[src/rtl/dcache_sram_wr_ctrl.sv]
// Write-port arbiter for the data-cache SRAM: merges line refills (bursts of
// LINE_WORDS beats) and byte-masked CPU stores onto one registered write port.
module dcache_sram_wr_ctrl #(
  parameter int ADDR_WIDTH = 9,
  parameter int DATA_WIDTH = 32,
  parameter int BE_WIDTH   = 4,
  parameter int LINE_WORDS = 8,
  localparam int OFF_W     = $clog2(LINE_WORDS),
  localparam int IDX_WIDTH = ADDR_WIDTH - OFF_W
) (
  input  logic                  wr_clk,
  input  logic                  tb_wr_rst,
  input  logic                  fill_req_valid,
  output logic                  fill_req_ready,
  input  logic [IDX_WIDTH-1:0]  fill_req_idx,
  input  logic                  fill_dat_valid,
  output logic                  fill_dat_ready,
  input  logic [DATA_WIDTH-1:0] fill_dat,
  input  logic                  st_valid,
  output logic                  st_ready,
  input  logic [ADDR_WIDTH-1:0] st_addr,
  input  logic [DATA_WIDTH-1:0] st_data,
  input  logic [BE_WIDTH-1:0]   st_be,
  output logic                  sram_wr_en,
  output logic [ADDR_WIDTH-1:0] sram_wr_addr,
  output logic [DATA_WIDTH-1:0] sram_wr_data,
  output logic [BE_WIDTH-1:0]   sram_wr_byte_en,
  output logic                  fill_done,
  output logic                  busy
);

  typedef enum logic [1:0] {IDLE, FILL, DONE} state_e;

  state_e                state_q, state_d;
  logic [OFF_W-1:0]      beat_cnt_q, beat_cnt_d;
  logic [IDX_WIDTH-1:0]  line_idx_q, line_idx_d;
  logic                  wr_en_q, wr_en_d;
  logic [ADDR_WIDTH-1:0] wr_addr_q, wr_addr_d;
  logic [DATA_WIDTH-1:0] wr_data_q, wr_data_d;
  logic [BE_WIDTH-1:0]   wr_be_q, wr_be_d;
  logic                  fill_done_q, fill_done_d;

  logic last_beat;
  assign last_beat = (beat_cnt_q == OFF_W'(LINE_WORDS - 1));

  always_ff @(posedge wr_clk or posedge tb_wr_rst) begin
    if (tb_wr_rst) state_q <= IDLE;
    else           state_q <= state_d;
  end

  always_comb begin
    state_d = state_q;
    unique case (state_q)
      IDLE:    if (fill_req_valid) state_d = FILL;
      FILL:    if (fill_dat_valid && last_beat) state_d = DONE;
      DONE:    state_d = IDLE;
      default: state_d = IDLE;
    endcase
  end

  // A refill request always beats a store presented in the same IDLE cycle.
  always_comb begin
    fill_req_ready = (state_q == IDLE);
    st_ready       = (state_q == IDLE) && !fill_req_valid;
    fill_dat_ready = (state_q == FILL);

    wr_en_d     = 1'b0;
    wr_addr_d   = wr_addr_q;
    wr_data_d   = wr_data_q;
    wr_be_d     = wr_be_q;
    beat_cnt_d  = beat_cnt_q;
    line_idx_d  = line_idx_q;
    fill_done_d = (state_q == DONE);

    if (fill_req_valid && fill_req_ready) begin
      line_idx_d = fill_req_idx;
      beat_cnt_d = '0;
    end else if (st_valid && st_ready) begin
      wr_en_d   = 1'b1;
      wr_addr_d = st_addr;
      wr_data_d = st_data;
      wr_be_d   = st_be;
    end else if (fill_dat_valid && fill_dat_ready) begin
      wr_en_d    = 1'b1;
      wr_addr_d  = {line_idx_q, beat_cnt_q};
      wr_data_d  = fill_dat;
      wr_be_d    = '1;
      beat_cnt_d = beat_cnt_q + 1'b1;
    end
  end

  // Write port is fully registered; address/data/enables hold between writes.
  always_ff @(posedge wr_clk or posedge tb_wr_rst) begin
    if (tb_wr_rst) begin
      beat_cnt_q  <= '0;
      line_idx_q  <= '0;
      wr_en_q     <= 1'b0;
      wr_addr_q   <= '0;
      wr_data_q   <= '0;
      wr_be_q     <= '0;
      fill_done_q <= 1'b0;
    end else begin
      beat_cnt_q  <= beat_cnt_d;
      line_idx_q  <= line_idx_d;
      wr_en_q     <= wr_en_d;
      wr_addr_q   <= wr_addr_d;
      wr_data_q   <= wr_data_d;
      wr_be_q     <= wr_be_d;
      fill_done_q <= fill_done_d;
    end
  end

  assign sram_wr_en      = wr_en_q;
  assign sram_wr_addr    = wr_addr_q;
  assign sram_wr_data    = wr_data_q;
  assign sram_wr_byte_en = wr_be_q;
  assign fill_done       = fill_done_q;
  assign busy            = (state_q != IDLE);

endmodule

[config.mk]
export PLATFORM = sky130hd
export DESIGN_NAME = dcache_sram_wr_ctrl
export DESIGN_NICKNAME = d
export VERILOG_FILES = /design/src/rtl/dcache_sram_wr_ctrl.sv
export SDC_FILE = /design/constraint.sdc
export NUM_CORES = 1
export LEC_CHECK = 0
export BUFFER_PORTS_ARGS = -buffer_cell sky130_fd_sc_hd__buf_2
export CORE_ASPECT_RATIO = 2
export CORE_MARGIN = 1.5
export CORE_UTILIZATION = 29
export DETAILED_ROUTE_END_ITERATION = 7
export GPL_ROUTABILITY_DRIVEN = 0
export PLACE_DENSITY = 0.6
export SLEW_MARGIN = 20
export SYNTH_ARGS = -nofsm -noshare
export SYNTH_HDL_FRONTEND = slang
export SYNTH_SLANG_ARGS = --single-unit
[constraint.sdc]
create_clock -name wr_clk -period 5.05 [get_ports wr_clk]
set_input_delay 0.505 -clock wr_clk [delete_from_list [all_inputs] [get_ports wr_clk]]
set_output_delay 0.505 -clock wr_clk [all_outputs]
set_load 0.02 [all_outputs]
==> metrics.txt, run 1 <==
Slew Viols, Final 0; Hold WS 0.389 ns; Initial Util 0.299; clock sink count 58; capturing point of the worst reg2reg path sram_wr_data[11]; fmax 0.397 GHz; multi-input logic area 1190 sq um; register bit total from synthesis 58; Global Route Usage Sum 0.137; r2r setup slk 2.53 ns; vias in the first global route 2,091; total grt overflow 0; Max-cap violations 0; DRC Markers 0; vias per cell 4.68; largest net degree at the start of global routing slightly below 60; LEAKAGE 1.82 nW; slew of the pin with the lowest slew margin 0.822 ns; CTS max path bufs 2; HP Class in -> async; CP Capture Type register; final hold viol count 0; worst rel slew slack 0.451; Crit Path Max Fanout 24; buffers added on ports 138; final setup violation count 0; Worst-Skew Late Latency 0.33 ns; CP bufs+invs 1; Worst path top cell family by delay compound AO/OA/AOI/OAI gates; share of post-route cells with drive strength above 1 0.748; Tmin final 2.52 ns; Layout area overhead 41.3%; CTS root buffer clkbuf_16; iteration-0 DRC count of the detailed router 57; status finished clean; ant diodes 0; Clock transition at path regs 0.05 ns; skew final 0.00485 ns; Fin Setup TNS 0 ns; drt pass-1 iters 4; post-synthesis cell count roughly 180; Crit path largest cell delay 0.68 ns; Place WS 2.29 ns; Sequential Area 1450 sq um; DIE WIDTH ~71 um; Total Nets Final 416; routed via count between 2,000 and 2,500; Die Ht 139 um; fillers 842; critical path class reg -> reg; period utilization 0.499; initial antenna violation count 0; Setup crit end sram_wr_data[11]; r2r worst-path depth 4; WL final approximately 6500 um; number of synthesis warnings 0; Final Cell Area 3810 sq um; Ports ~140; post-CTS setup buffer count 0; maximum vdd drop between 0.2 and 0.3 mV; Yosys cell types 19; FP Rows 49; routed len/inst 15.1 um; power per cell area around 610 nW/um^2; Startpoint Class register; first-pass GRT wire length roughly 10,000 um; post-route setup slack roughly 2.5 ns; CP arrival approximately 2.7 ns; RSZ-0062 raised after global routing no; # hold bufs at CTS 0; Core ar. 9010 sq um; most frequent cells in the layout 138 x buf_2, 88 x mux2_2, 58 x dfrtp_1; Final HPWL DP a little under 5000 um; Placement Cell Area 3500 sq um; Critical path origin state_q[0]; CTS tree built; cts repair resizes 0; crit-path cells or3b_1 > a21oi_4 > buf_4 > mux2_2; Antenna Nets Post-Route 0; Post-Syn Area ~2700 sq um; Die ar. 9920 sq um; mean post-synth cell area between 10 and 15 sq um; worst path required time between 5 and 6 ns; commonest non-fill, non-tap cell in the layout buf_2; WP depth 4; TritonCTS Buffers 9; R2R Path Start state_q[0]; Syn Nets about 270; Slowest cell on crit path a21oi_4; post-synthesis sequential area ratio 0.539; H-tree depth 3
-- final cells by class --
type,instances,share of cell area
clock inverter,2,0.00920
inverter,2,0.00197
tap,102,0.0335
multi-input combinational,113,0.314
clock buffer,13,0.0710
timing repair buffer,142,0.189
sequential,58,0.381
-- routing by layer --
layer / vias to the layer above / GRT usage / part of all wire
met1: 976 / 0.132 / 0.33
li1: 950 / - / -
met4: 0 / 0.0775 / 0.036
met3: 17 / 0.0384 / 0.051
met2: 78 / 0.250 / 0.58
met5: - / 0 / 0
-- registers in the layout (all words and copies together), names as in the netlist --
register,flops
sram_wr_data,32
sram_wr_addr,9
line_idx_q,6
sram_wr_byte_en,4
beat_cnt_q,3
state_q,2
fill_done,1
sram_wr_en,1
-- worst min path at each step --
stage	cells after the start	slack [ns]	startpoint	to
2_1_floorplan	1	0.48	line_idx_q[0]	line_idx_q[0]
3_3_place_gp	1	0.46	sram_wr_data[25]	sram_wr_data[25]
3_5_place_dp	1	0.48	sram_wr_data[25]	sram_wr_data[25]
4_1_cts	2	0.38	st_be[3]	sram_wr_byte_en[3]
5_1_grt	2	0.38	st_be[1]	sram_wr_byte_en[1]
6_report	3	0.39	tb_wr_rst	sram_wr_data[12]
-- through the flow --
step	power, mW	util	std cells
final	2.33	0.422	432
after detailed placement	1.74	0.389	417
after floorplan	1.42	-	181
after CTS	2.37	0.422	432
after global placement	1.71	0.388	416
after global routing	2.47	0.422	432
-- logic make-up (layout without fill, tap and decap cells) --
group                    after synthesis  in the layout  synth area share
AO/OA/AOI/OAI                          8              8            0.0274
adder cells (fa/ha/maj)                2              2           0.00928
buffers and inverters                 10            159            0.0214
flip-flops                            58             58             0.539
multiplexers                          89             89             0.372
AND/OR/NAND/NOR                       14             14            0.0316
-- synthesized netlist by cell type --
cell      instances  area (sq um)
mux2_2           88           991
dfrtp_1          58          1450
nand2_1           5          18.8
buf_2             4          20.0
buf_4             4          30.0
o22a_1            4          35.0
a22o_1            2          17.5
ha_1              2          25.0
inv_1             2          7.51
nor2_1            2          7.51
nor2b_1           2          12.5
a21oi_1           1          5.00
a21oi_4           1          16.3
and3_1            1          6.26
and3b_1           1          8.76
mux2_1            1          11.3
nand3b_1          1          7.51
nor4b_2           1          15.0
or3b_1            1          8.76
-- worst min-delay path, delay by kind of cell --
kind	cells	cell delay [ns]
buffers and inverters	3	0.71
-- report_power, final --
group / internal [mW] / switching [mW] / leakage [nW]
registers: 0.676 / 0.107 / 0.676
clock network: 0.418 / 0.197 / 0.152
logic: 0.431 / 0.496 / 0.988
Note: power is estimated with default switching activity, not from simulation.
==> inputs of run 2 (changes only) <==
Settings changed: PLACE_DENSITY 0.6 to 0.62.
Clock period 5.05 ns to 2.1 ns, I/O delays scaled along.
==> metrics.txt, run 2 (synthesized netlist as in run 1, its figures left out) <==
status finished clean; initial antenna violation count 0 (unchanged); Tmin final 1.90 ns (-0.621 ns); WP depth 4 (unchanged); Clock transition at path regs 0.05 ns (about the same); most frequent cells in the layout 138 x buf_2, 88 x mux2_2, 58 x dfrtp_1; FP Rows 49 (unchanged); clock sink count 58 (unchanged); Total Nets Final 420 (+0.96%); # hold bufs at CTS 1 (+1); CTS max path bufs 2 (unchanged); Max-cap violations 0 (unchanged); TritonCTS Buffers 9 (unchanged); Hold WS 0.0978 ns (-0.291 ns); Startpoint Class register; DIE WIDTH 71.2 um (unchanged); Critical path origin state_q[1]; final setup violation count 0 (unchanged); CP Capture Type register; fmax 0.527 GHz (+33%); worst path required time 2.30 ns (-2.96 ns); LEAKAGE 1.86 nW (+2.2%); crit-path cells nor4b_4 > buf_12 > mux2_2 > mux2_1; vias in the first global route 2,185 (+4.5%); skew final 0.00446 ns (-0.000398 ns); total grt overflow 0 (unchanged); Worst-Skew Late Latency 0.32 ns (about the same); final hold viol count 0 (unchanged); share of post-route cells with drive strength above 1 0.749 (+0.000769); CP arrival 2.10 ns (-0.63 ns); worst rel slew slack 0.667 (+0.216); period utilization 0.904 (+0.405); CP bufs+invs 1 (unchanged); power per cell area 1490 nW/um^2 (+140%); iteration-0 DRC count of the detailed router 69 (+21%); Ports 139 (unchanged); Core ar. 9010 sq um (unchanged); Slew Viols, Final 0 (unchanged); Setup crit end sram_wr_data[25]; r2r setup slk 0.20 ns (-2.33 ns); Die ar. 9920 sq um (unchanged); R2R Path Start state_q[1]; number of flip-flops in the largest register 32 (unchanged); Die Ht 139 um (unchanged); hold_sp st_be[1]; vias per cell 4.66 (-0.46%); slew of the pin with the lowest slew margin 0.498 ns (-0.323 ns); fillers 866 (+2.9%); r2r worst-path depth 4 (unchanged); Crit Path Max Fanout 33 (+38%); critical path class reg -> reg; Layout area overhead 44.5%; post-CTS setup buffer count 0 (unchanged); Worst path top cell family by delay multiplexers; maximum vdd drop 0.712 mV (+140%); largest net degree at the start of global routing 39 (-34%); DRC Markers 0 (unchanged); Initial Util 0.299 (unchanged); HP Class in -> reg; Final HPWL DP 5040 um (+1.7%); routed via count 2,035 (+0.69%); Global Route Usage Sum 0.136 (-0.000662); buffers added on ports 138 (unchanged); capturing point of the worst reg2reg path sram_wr_data[25]; first-pass GRT wire length 10,400 um (+0.87%); cts repair resizes 0 (unchanged); routed len/inst 14.8 um (-1.9%); CTS tree built; Slowest cell on crit path dfrtp_1; Fin Setup TNS 0 ns (unchanged); drt pass-1 iters 4 (unchanged); RSZ-0062 raised after global routing no; Crit path largest cell delay 0.46 ns (-0.22 ns); WL final 6480 um (-0.74%); commonest non-fill, non-tap cell in the layout buf_2; CTS root buffer clkbuf_16; H-tree depth 3 (unchanged); ant diodes 0 (unchanged); Antenna Nets Post-Route 0 (unchanged)
[run 2: cell types whose count changed in the layout (fill, tap and decap cells not counted), sizes merged]
cell         before  now
bufinv            1    3
buf             142  145
dlygate4sd3       0    1
clkinv            1    3
clkbuf           13   10
[run 2: stage by stage]
stage	power [mW]	setup WS, ns	std cells	util	instance area (sq um)
global placement	4.15	0.250	420	0.394	3550
global route	6.12	0.111	437	0.432	3890
CTS	5.89	0.198	437	0.432	3890
floorplan	3.42	0.257	181	-	2700
finish	5.79	0.201	437	0.432	3890
detailed placement	4.22	0.212	420	0.394	3550
[run 2: per-layer routing]
metal | track usage | routed length (um) | vias to the layer above
met2 | 0.252 | 3780 | 77
met1 | 0.137 | 2170 | 991
li1 | - | - | 953
met3 | 0.0253 | 289 | 14
met4 | 0.0775 | 230 | 0
met5 | 0 | 0 | -
[run 2: where the power goes]
group / internal [mW] / switching [mW] / leakage [nW]
Clock: 1.15 / 0.485 / 0.166
Sequential: 1.63 / 0.256 / 0.676
Combinational: 1.08 / 1.19 / 1.01
[run 2: worst min-delay path by stage]
stage                     slack, ns  cells past startpoint                 end
after floorplan                0.34                      1  sram_wr_byte_en[0]
after global placement         0.28                      2     sram_wr_data[3]
after detailed placement       0.28                      2     sram_wr_data[3]
after CTS                      0.09                      2  sram_wr_byte_en[1]
after global routing           0.10                      2  sram_wr_byte_en[0]
final                           0.1                      2  sram_wr_byte_en[1]
[run 2: layout make-up]
cell class              count  area, sq um  share of cell area
flip-flops and latches     58         1450               0.373
multi-input cells         113         1190               0.307
repair buffers            146          778               0.200
clock buffers              10          229              0.0588
well taps                 102          128              0.0328
clock inverters             6          105              0.0270
inverters                   2         7.51             0.00193
